$ cat src/rtl/stream_mux_arb_if.sv
// stream_mux_arb_if: N-channel valid/ready input bundle plus the single muxed output stream
interface stream_mux_arb_if #(
  parameter int WIDTH = 8,
  parameter int NCH = 4
);
  localparam int SELW = $clog2(NCH);
  logic mode;
  logic [SELW-1:0] sel;
  logic [NCH*WIDTH-1:0] in_data;
  logic [NCH-1:0] in_valid;
  logic [NCH-1:0] in_ready;
  logic [WIDTH-1:0] out_data;
  logic out_valid;
  logic out_ready;
  logic [SELW-1:0] out_ch;
  modport slave (
    input mode, sel, in_data, in_valid, out_ready,
    output in_ready, out_data, out_valid, out_ch
  );
  modport master (
    output mode, sel, in_data, in_valid, out_ready,
    input in_ready, out_data, out_valid, out_ch
  );
endinterface

$ cat src/rtl/stream_mux_arb.sv
// stream_mux_arb: N:1 valid/ready mux, fixed select or round-robin, one registered output stage
module stream_mux_arb #(
  parameter int WIDTH = 8,
  parameter int NCH = 4
) (
  input logic clk,
  input logic rst,
  stream_mux_arb_if.slave s
);
  localparam int SELW = $clog2(NCH);
  localparam logic [SELW:0] NCH_W = (SELW+1)'(NCH);
  localparam logic [SELW-1:0] LAST = SELW'(NCH-1);
  logic [SELW-1:0] rr_ptr, rr_gnt, gnt, k;
  logic gnt_vld, ld, sel_ok;
  int j;
  // scan from the far end back to rr_ptr so the closest valid channel wins
  always_comb begin
    rr_gnt = rr_ptr;
    j = 0;
    k = '0;
    for (int i = NCH-1; i >= 0; i--) begin
      j = int'(rr_ptr) + i;
      j = (j >= NCH) ? j - NCH : j;
      k = SELW'(j);
      rr_gnt = s.in_valid[k] ? k : rr_gnt;
    end
  end
  assign sel_ok = {1'b0, s.sel} < NCH_W;
  assign gnt = s.mode ? rr_gnt : s.sel;
  assign gnt_vld = s.mode ? |s.in_valid : (sel_ok & s.in_valid[s.sel]);
  assign ld = !s.out_valid | s.out_ready;
  assign s.in_ready = (ld & gnt_vld & !rst) ? (NCH'(1) << gnt) : '0;
  always_ff @(posedge clk or posedge rst) begin
    if (rst) begin
      s.out_valid <= 1'b0;
      s.out_data <= '0;
      s.out_ch <= '0;
      rr_ptr <= '0;
    end else if (ld) begin
      s.out_valid <= gnt_vld;
      if (gnt_vld) begin
        s.out_data <= s.in_data[int'(gnt)*WIDTH +: WIDTH];
        s.out_ch <= gnt;
      end
      if (gnt_vld & s.mode) rr_ptr <= (gnt == LAST) ? '0 : gnt + 1'b1;
    end
  end
endmodule

$ cat src/flat_wrapper.sv
// flat-port wrapper written by rule: the top's interface ports become plain ports
module stream_mux_arb_flat 
#(
  parameter int WIDTH = 8,
  parameter int NCH = 4
)
  (clk, rst, s_mode, s_sel, s_in_data, s_in_valid, s_out_ready, s_in_ready, s_out_data, s_out_valid, s_out_ch);
  stream_mux_arb_if #(.WIDTH(WIDTH), .NCH(NCH)) s_i ();
  input logic clk;
  input logic rst;
  input wire logic [$bits(s_i.mode)-1:0] s_mode;
  input wire logic [$bits(s_i.sel)-1:0] s_sel;
  input wire logic [$bits(s_i.in_data)-1:0] s_in_data;
  input wire logic [$bits(s_i.in_valid)-1:0] s_in_valid;
  input wire logic [$bits(s_i.out_ready)-1:0] s_out_ready;
  output wire logic [$bits(s_i.in_ready)-1:0] s_in_ready;
  output wire logic [$bits(s_i.out_data)-1:0] s_out_data;
  output wire logic [$bits(s_i.out_valid)-1:0] s_out_valid;
  output wire logic [$bits(s_i.out_ch)-1:0] s_out_ch;
  assign s_i.mode = s_mode;
  assign s_i.sel = s_sel;
  assign s_i.in_data = s_in_data;
  assign s_i.in_valid = s_in_valid;
  assign s_i.out_ready = s_out_ready;
  assign s_in_ready = s_i.in_ready;
  assign s_out_data = s_i.out_data;
  assign s_out_valid = s_i.out_valid;
  assign s_out_ch = s_i.out_ch;
  stream_mux_arb #(.WIDTH(WIDTH), .NCH(NCH)) u_core (.clk(clk), .rst(rst), .s(s_i));
endmodule
$ cat config.mk
export PLATFORM = sky130hd
export DESIGN_NAME = stream_mux_arb_flat
export DESIGN_NICKNAME = d
export VERILOG_FILES = /design/src/rtl/stream_mux_arb_if.sv /design/src/rtl/stream_mux_arb.sv /design/src/flat_wrapper.sv
export SDC_FILE = /design/constraint.sdc
export NUM_CORES = 1
export LEC_CHECK = 0
export BUFFER_PORTS_ARGS = -buffer_cell sky130_fd_sc_hd__buf_2
export CORE_MARGIN = 1
export CORE_UTILIZATION = 50
export CTS_BUF_LIST = sky130_fd_sc_hd__clkbuf_2
export DETAILED_ROUTE_END_ITERATION = 16
export GPL_ROUTABILITY_DRIVEN = 0
export MAX_ROUTING_LAYER = met4
export PLACE_DENSITY = 0.95
export SETUP_SLACK_MARGIN = 0.2
export SLEW_MARGIN = 20
export SYNTH_ARGS = -nofsm -noshare
export SYNTH_HDL_FRONTEND = slang
export SYNTH_SLANG_ARGS = --single-unit
$ cat constraint.sdc
create_clock -name clk -period 3.4 [get_ports clk]
set_clock_uncertainty 0.1 [all_clocks]
set_input_delay 0.51 -clock clk [delete_from_list [all_inputs] [get_ports clk]]
set_output_delay 0.51 -clock clk [all_outputs]
set_load 0.02 [all_outputs]
# Word-level counts from Yosys, hierarchy flattened
# Cells that the tools add are included.
# totals
inputBits	42
out_inout_bits	15
ff_bits	13
# op_classes
shift	2
reduce_logical	5
muxes	22
add_sub_neg	8
eq_ne	1
n_lt_le_gt_ge	9
n_bitwise	4
# ops
op	n
$shiftx A32 B6 Y8	1
$mux W2	10
$lt A2 B3 Y1 const B	5
$bmux W1 S2	5
$ge A3 B3 Y1 const B	3
$sub A2 B1 Y2 const B	4
$add A2 B2 Y3 const B	2
$mux W1	6
$mux W4	1
$reduce_and A2 Y1	2
$reduce_or A4 Y1	1
$shl A1 B2 Y4 const A	1
$add A2 B1 Y3 const B	1
$and A1 B1 Y1	3
$ge A2 B3 Y1 const B	1
$add A2 B1 Y2 const B	1
$eq A2 B2 Y1 const B	1
$logic_not A1 Y1	2
$or A1 B1 Y1	1

# Depth between registers and ports, before layout
# Gate-level depths: netlist (run 1).
# logic_depth
ltp_word	12
depth_mapped	8
ltp_nobuf	6

# Worst setup path after synthesis (run 1)
# Ideal clock, no wire load.
# synth_timing
kind	input-to-output
from	in s_in_valid[3]
to	out s_in_ready[0]
cell_stages	6
slack_ns	0.604
t_arrival_ns	2.186
required_ns	2.790
cell_sequence	or3b_1 > o211a_1 > a32o_1 > buf_6 > buf_6 > nor4_1
# synth_via
elab_chain_len	9
word_cells_on_any_way	21
# synth_lines
element	line	source
start, declared	flat_wrapper.sv:14	input wire logic [$bits(s_i.in_valid)-1:0] s_in_valid;
$bmux W1 S2	stream_mux_arb.sv:25	rr_gnt = s.in_valid[k] ? k : rr_gnt;
$mux W1 (not written as such)	stream_mux_arb.sv:25	
$mux W2 (4 in series)	stream_mux_arb.sv:25	
$mux W2	stream_mux_arb.sv:29	assign gnt = s.mode ? rr_gnt : s.sel;
$shl A1 B2 Y4	stream_mux_arb.sv:32	assign s.in_ready = (ld & gnt_vld & !rst) ? (NCH'(1) << gnt) : '0;
$mux W4 *	stream_mux_arb.sv:32	
end, declared	flat_wrapper.sv:16	output wire logic [$bits(s_i.in_ready)-1:0] s_in_ready;
# Mark *: on every way between the ends. The rest lies on a longest branch, timed or not. The select of a mux whose other input is x is not followed.

# Worst setup path after layout (run 1)
# layout_timing
from	reg u_core.rr_ptr[0]
to	out s_in_ready[2]
# layout_via
elab_chain_len	12
word_cells_on_any_way	30
# layout_lines
element	line	source
start, declared	stream_mux_arb.sv:13	logic [SELW-1:0] rr_ptr, rr_gnt, gnt, k;
start signal, assigned	stream_mux_arb.sv:45	if (gnt_vld & s.mode) rr_ptr <= (gnt == LAST) ? '0 : gnt + 1'b1;
$add A2 B2 Y3	stream_mux_arb.sv:22	j = int'(rr_ptr) + i;
$ge A3 B3 Y1 / $sub A2 B1 Y2 (equally long branches)	stream_mux_arb.sv:23	j = (j >= NCH) ? j - NCH : j;
$mux W2	stream_mux_arb.sv:23	
$bmux W1 S2	stream_mux_arb.sv:25	
$mux W1 (not written as such)	stream_mux_arb.sv:25	
$mux W2 (3 in series)	stream_mux_arb.sv:25	
$mux W2 *	stream_mux_arb.sv:25	
$mux W2 *	stream_mux_arb.sv:29	
$shl A1 B2 Y4 *	stream_mux_arb.sv:32	
$mux W4 *	stream_mux_arb.sv:32	
# Marked as above.

==> results.sh, run 1 <==
export IMPL_antenna_found_initial=0
export IMPL_use_met1_pct=30.2
export IMPL_met2_usage_pct=47.2
export IMPL_drive_above_1_share_pct=40.1
export IMPL_synth_area_leaders="dfrtp_1 30%, and2_1 9.7%, a221oi_2 9.6%"
export IMPL_synth_area_um2=1100
export IMPL_insertion_delay_ns=0.28
export IMPL_die_x_um=48.9
export IMPL_track_usage_pct=28.3
export IMPL_synth_most_common_cell="and2_1"
export IMPL_drcViolationCount=0
export IMPL_setup_viol=0
export IMPL_synth_top_area_cell="dfrtp_1"
export IMPL_row_count=16
export IMPL_cts_tree="built"
export IMPL_final_setup_tns_ns=0
export IMPL_grt_max_degree=18
export IMPL_synth_cell_types=33
export IMPL_viasPerCell=5.96
export IMPL_min_path_type="in -> async"
export IMPL_syn2layout_area_growth_pct=26.8
export IMPL_drv_slew=0
export IMPL_cts_buffers=3
export IMPL_pwr_share_comb_pct=50.8
export IMPL_portBuffers=56
export IMPL_io_pins=57
export IMPL_cts_resized=0
export IMPL_dp_hpwl_mm=2.41
export IMPL_fin_crit_ns=2.93
export IMPL_grt_pass1_wl_mm=4.96
export IMPL_vias=1216
export IMPL_drt_first_iter_violations=50
export IMPL_fin_crit_sh_pct=86.2
export IMPL_final_hold_viol_count=0
export IMPL_p_sw_uw=291
export IMPL_startpoint_type="register"
export IMPL_die_h_um=48.9
export IMPL_p_seq_share_pct=35.8
export IMPL_cts_root_buf="clkbuf_2"
export IMPL_relSlewSlack_pct=46.9
export IMPL_ir_drop_v=0.000276
export IMPL_ant_nets=0
export IMPL_grt_met3_usage_pct=3.43
export IMPL_dr_pass1_iters=4
export IMPL_fin_util_pct=68.9
export IMPL_outcome="completed"
export IMPL_reg2reg_depth=5
export IMPL_die_area_um2=2390
export IMPL_rsz0062_at_grt="no"
export IMPL_synth_flop_cell="dfrtp_1"
export IMPL_avgSynthCellArea_um2=8.86
export IMPL_p_sw_share_pct=44.6
export IMPL_wl_per_cell_um=15.6
export IMPL_routed_wl_mm=3.18
export IMPL_arrival_ns=2.32
export IMPL_ys_seq_area_share_pct=29.6
export IMPL_synth_edff_count=0
export IMPL_grt_pass1_vias=1191
export IMPL_power_internal_uw=361
export IMPL_fillerInstances=163
export IMPL_gr_max_usage_layer="met2"
export IMPL_synth_top_area_share_pct=29.6
export IMPL_end_kind="primary output"
export IMPL_core_area_um2=2020
export IMPL_syn_inst=124
export IMPL_cts_clk_slew_worst_paths_ns=0.14
export IMPL_crit_fanout=12
export IMPL_synth_net_count=168
export IMPL_post_cts_buffers=0
export IMPL_p_per_area_nw_per_um2=468
export IMPL_worstPathRequired_ns=2.79
export IMPL_hold_buffers=0
export IMPL_ys_warn_count=0
export IMPL_start_util_pct=54.3
export IMPL_tightestPinTransition_ns=0.794
export IMPL_synth_common_cells="17 x and2_1, 14 x o21ai_0, 13 x dfrtp_1"
export IMPL_htreeDepth=1
export IMPL_maxCapViolations=0
export IMPL_n_antenna_cell=0
export IMPL_fmax_mhz=341
export IMPL_yosys_register_bits=13
export IMPL_cts_max_path_buffers=2
export IMPL_pwr_share_clk_pct=13.4
export IMPL_nNetsFinal=222
export IMPL_grt_overflow=0
export IMPL_cts_sinks=13
export IMPL_critPathKind="reg -> out"
export IMPL_leakagePower_nw=0.676
export IMPL_async_flop_share_pct=100
[worst max-delay path, cell delays in order, from the launching register on]
cell and delay (ns):
dfrtp_1 0.47, or2b_1 0.13, a21oi_1 0.07, o31a_1 0.28
buf_4 0.17, inv_1 0.40, ha_1 0.23, and3_1 0.14
buf_2 0.16
[per-layer routing]
layer  routed length (um)  share of wire (%)
met5                    0                  0
met3                  232                7.3
met4                   88                2.8
met1                 1300                 41
met2                 1560                 49
[kinds of logic (layout without fill, tap and decap cells)]
logic type	count (synthesis)	count (layout)	synth area share (%)
multiplexers	1	1	0.911
buffers and inverters	14	67	6.72
AND/OR/NAND/NOR	43	43	22.2
flip-flops	13	13	29.6
AO/OA/AOI/OAI	51	51	38.3
adder cells (fa/ha/maj)	2	2	2.28
[cell usage in the layout, fill, tap and decap left out, types with 2 or more instances in the layout]
cell	instances
buf_2	56
and2_1	17
o21ai_0	14
dfrtp_1	13
a221oi_1	10
o31ai_1	8
a221oi_2	7
nor2_1	6
nor2b_1	5
inv_1	5
nand2_1	5
clkbuf_2	4
nand2b_1	2
o31a_1	2
and3_1	2
nor4_1	2
a31oi_1	2
ha_1	2
buf_4	2
[flip-flops by register name, indices dropped and copies added, names as in the netlist]
name                count
u_core.rr_ptr           2
u_core.s.out_ch         2
u_core.s.out_data       8
u_core.s.out_valid      1
[power groups by stage]
stage,clock network (mW),registers [mW],logic (mW)
after floorplan,0,0.273,0.190
after global placement,0,0.231,0.315
after detailed placement,0,0.236,0.328
after CTS,0.0878,0.232,0.329
after global routing,0.0943,0.238,0.356
final,0.0874,0.234,0.331
[layout make-up]
type | instances | area [um^2] | share of cell area [%]
Clock buffer | 4 | 20.0 | 1.44
Inverter | 5 | 18.8 | 1.35
Multi-Input combinational cell | 97 | 699 | 50.2
Sequential cell | 13 | 325 | 23.4
Tap cell | 27 | 33.8 | 2.43
Timing Repair Buffer | 58 | 295 | 21.2
[worst paths after layout]
check,start,end,slack (ns)
max,u_core.rr_ptr[0]$_DFFE_PP0P_,s_in_ready[2],0.47
min,rst,u_core.s.out_ch[1]$_DFFE_PP0N_,0.15
max reg2reg,u_core.rr_ptr[0]$_DFFE_PP0P_,u_core.s.out_data[5]$_DFFE_PP0N_,1.04
max in group asynchronous,rst,u_core.s.out_data[0]$_DFFE_PP0N_,2.68
min in group clk,s_mode,u_core.rr_ptr[0]$_DFFE_PP0P_,0.40
min reg2reg,u_core.s.out_ch[0]$_DFFE_PP0N_,u_core.s.out_ch[0]$_DFFE_PP0N_,0.43
[stage by stage]
stage | setup WS, ns | instance area (um^2) | hold WS [ns] | total power [mW] | std cells
finish | 0.471 | 1390 | 0.145 | 0.652 | 204
detailed placement | 0.539 | 1370 | 0.399 | 0.563 | 200
floorplan | 0.604 | 1100 | 0.297 | 0.463 | 124
CTS | 0.495 | 1390 | 0.164 | 0.649 | 204
global route | 0.356 | 1390 | 0.200 | 0.688 | 204
global placement | 0.582 | 1370 | 0.386 | 0.546 | 200
Power figures use the tool's default switching activity.
==> run 2, diff against run 1 <==
--- a/config.mk
+++ b/config.mk
@@ -7,13 +7,14 @@
 export LEC_CHECK = 0
 export BUFFER_PORTS_ARGS = -buffer_cell sky130_fd_sc_hd__buf_2
 export CORE_MARGIN = 1
-export CORE_UTILIZATION = 50
+export CORE_UTILIZATION = 45
 export CTS_BUF_LIST = sky130_fd_sc_hd__clkbuf_2
 export DETAILED_ROUTE_END_ITERATION = 16
 export GPL_ROUTABILITY_DRIVEN = 0
 export MAX_ROUTING_LAYER = met4
-export PLACE_DENSITY = 0.95
+export PLACE_DENSITY = 0.9
 export SETUP_SLACK_MARGIN = 0.2
+export SKIP_CTS_REPAIR_TIMING = 1
 export SLEW_MARGIN = 20
 export SYNTH_ARGS = -nofsm -noshare
 export SYNTH_HDL_FRONTEND = slang
==> run 2 against run 1 <==
  * Combinational power is essentially flat
  * Die area grew 11%
  * Critical path depth is the same
  * Cell count grew 0.98%
  * Sequential power is essentially flat
  * Utilization shrank 6.7 points
  * Hold slack gained 0.032 ns
  * Highest routed layer unchanged
  * First-iteration DRC count shrank 58%
==> results.sh, run 2 (synthesis gave the netlist of run 1 again) <==
export IMPL_end_kind="primary output"
export IMPL_reg_largest_list="u_core.s.out_data: 8 flops, u_core.rr_ptr: 2 flops, u_core.s.out_ch: 2 flops"
export IMPL_die_x_um=51.4
export IMPL_wl_met1_mm=1.34
export IMPL_start_util_pct=48.7
export IMPL_drive_above_1_share_pct=40.4
export IMPL_final_common_cell="buf_2"
export IMPL_htreeDepth=1
export IMPL_final_hold_viol_count=0
export IMPL_ant_nets=0
export IMPL_insertion_delay_ns=0.26
export IMPL_drt_first_iter_violations=21
export IMPL_relSlewSlack_pct=48.1
export IMPL_r2r_slack_ns=1.06
export IMPL_regMostFlops="u_core.s.out_data"
export IMPL_route_met2_wl_mm=1.53
export IMPL_io_pins=57
export IMPL_nNetsFinal=223
export IMPL_setup_ws_ns=0.535
export IMPL_fin_area_um2=1400
export IMPL_startpoint_type="register"
export IMPL_leakagePower_nw=0.681
export IMPL_grt_overflow=0
export IMPL_die_h_um=51.4
export IMPL_portBuffers=56
export IMPL_cts_sinks=13
export IMPL_drcViolationCount=0
export IMPL_critical_path_n_buffers_inverters=3
export IMPL_tightestPinTransition_ns=0.777
export IMPL_track_usage_pct=25.6
export IMPL_viasPerCell=5.96
export IMPL_rsz0062_at_grt="no"
export IMPL_syn2layout_area_growth_pct=27.6
export IMPL_p_seq_share_pct=36.0
export IMPL_dp_hpwl_mm=2.45
export IMPL_p_sw_share_pct=44.3
export IMPL_pwr_share_clk_pct=12.8
export IMPL_crit_chain="or2b_1, a21oi_1, o31a_1, buf_4, inv_1, ha_1, and3_1, buf_2"
export IMPL_crit_fanout=12
export IMPL_crit_family="buffers and inverters"
export IMPL_cts_max_path_buffers=2
export IMPL_min_path_type="in -> async"
export IMPL_cts_clk_slew_worst_paths_ns=0.14
export IMPL_final_cell_mix="56 x buf_2, 17 x and2_1, 14 x o21ai_0"
export IMPL_p_per_area_nw_per_um2=464
export IMPL_p_sw_uw=288
export IMPL_n_antenna_cell=0
export IMPL_core_area_um2=2250
export IMPL_cts_buffers=3
export IMPL_wl_per_cell_um=15.2
export IMPL_setup_viol=0
export IMPL_fillerInstances=220
export IMPL_outcome="completed"
export IMPL_dr_pass1_iters=4
export IMPL_critPathKind="reg -> out"
export IMPL_routed_wl_mm=3.13
export IMPL_dpl_cell_area_um2=1380
export IMPL_final_setup_tns_ns=0
export IMPL_power_internal_uw=362
export IMPL_worstPathRequired_ns=2.79
export IMPL_wl_met3_um=243
export IMPL_fin_crit_ns=2.86
export IMPL_maxCapViolations=0
export IMPL_drv_slew=0
export IMPL_fmax_mhz=349
export IMPL_cts_tree="built"
export IMPL_row_count=17
export IMPL_antenna_found_initial=0
export IMPL_grt_pass1_wl_mm=4.99
export IMPL_pre_cts_ws_ns=0.604
export IMPL_vias=1228
export IMPL_highest_layer="met4"
export IMPL_fin_crit_sh_pct=84.3
export IMPL_crit_slowest_cell="dfrtp_1"
export IMPL_cts_root_buf="clkbuf_2"
export IMPL_ir_drop_v=0.000286
export IMPL_max_stage_delay_ns=0.45
export IMPL_grt_pass1_vias=1153
export IMPL_largest_reg_flops=8
export IMPL_arrival_ns=2.25
export IMPL_p_total_uw=650
export IMPL_grt_max_degree=17
export IMPL_holdWs_ns=0.177
export IMPL_die_area_um2=2640
export IMPL_pwr_share_comb_pct=51.2
==> run 2: path summary, 6_finish.rpt <==
check | startpoint | to | depth (start not counted)
worst max-delay path | u_core.rr_ptr[0]$_DFFE_PP0P_ | s_in_ready[2] | 8
worst min-delay path | rst | u_core.s.out_ch[0]$_DFFE_PP0N_ | 2
worst max register to register | u_core.rr_ptr[0]$_DFFE_PP0P_ | u_core.s.out_data[6]$_DFFE_PP0N_ | 5
worst min register to register | u_core.s.out_ch[0]$_DFFE_PP0N_ | u_core.s.out_ch[0]$_DFFE_PP0N_ | 2
max in group asynchronous | rst | u_core.rr_ptr[0]$_DFFE_PP0P_ | 2
min in group clk | s_out_ready | u_core.s.out_valid$_DFFE_PP0P_ | 3
==> run 2: layer usage <==
layer  vias to the layer above  global-route usage, %
met1                       576                   30.9
li1                        581                      -
met3                         4                   3.27
met2                        67                   45.7
met4                         0                   4.50
met5                         -                      -
==> run 2: power groups by stage <==
stage               Sequential [mW]  Combinational, mW  Clock (mW)
floorplan                     0.273              0.190           0
global placement              0.232              0.318           0
detailed placement            0.235              0.333           0
CTS                           0.233              0.332      0.0832
global route                  0.238              0.365      0.0934
finish                        0.234              0.333      0.0830
==> run 2: cell type report <==
cell class	instances	area, um^2	share of cell area, %
inverter	5	18.8	1.34
sequential	13	325	23.2
clock buffer	4	20.0	1.43
timing repair buffer	59	303	21.6
tap	28	35.0	2.50
multi-input combinational	97	699	49.9
==> run 2: worst register-to-register path, delay by kind of cell (launching register included) <==
family	cells	cell delay (ns)
simple gates	2	0.68
flops	1	0.45
compound gates	3	1.02
==> run 2: per-stage QoR <==
stage	utilization (%)	cells
2_1_floorplan	-	124
3_3_place_gp	61.3	202
3_5_place_dp	61.3	202
4_1_cts	62.2	206
5_1_grt	62.2	206
6_report	62.2	206
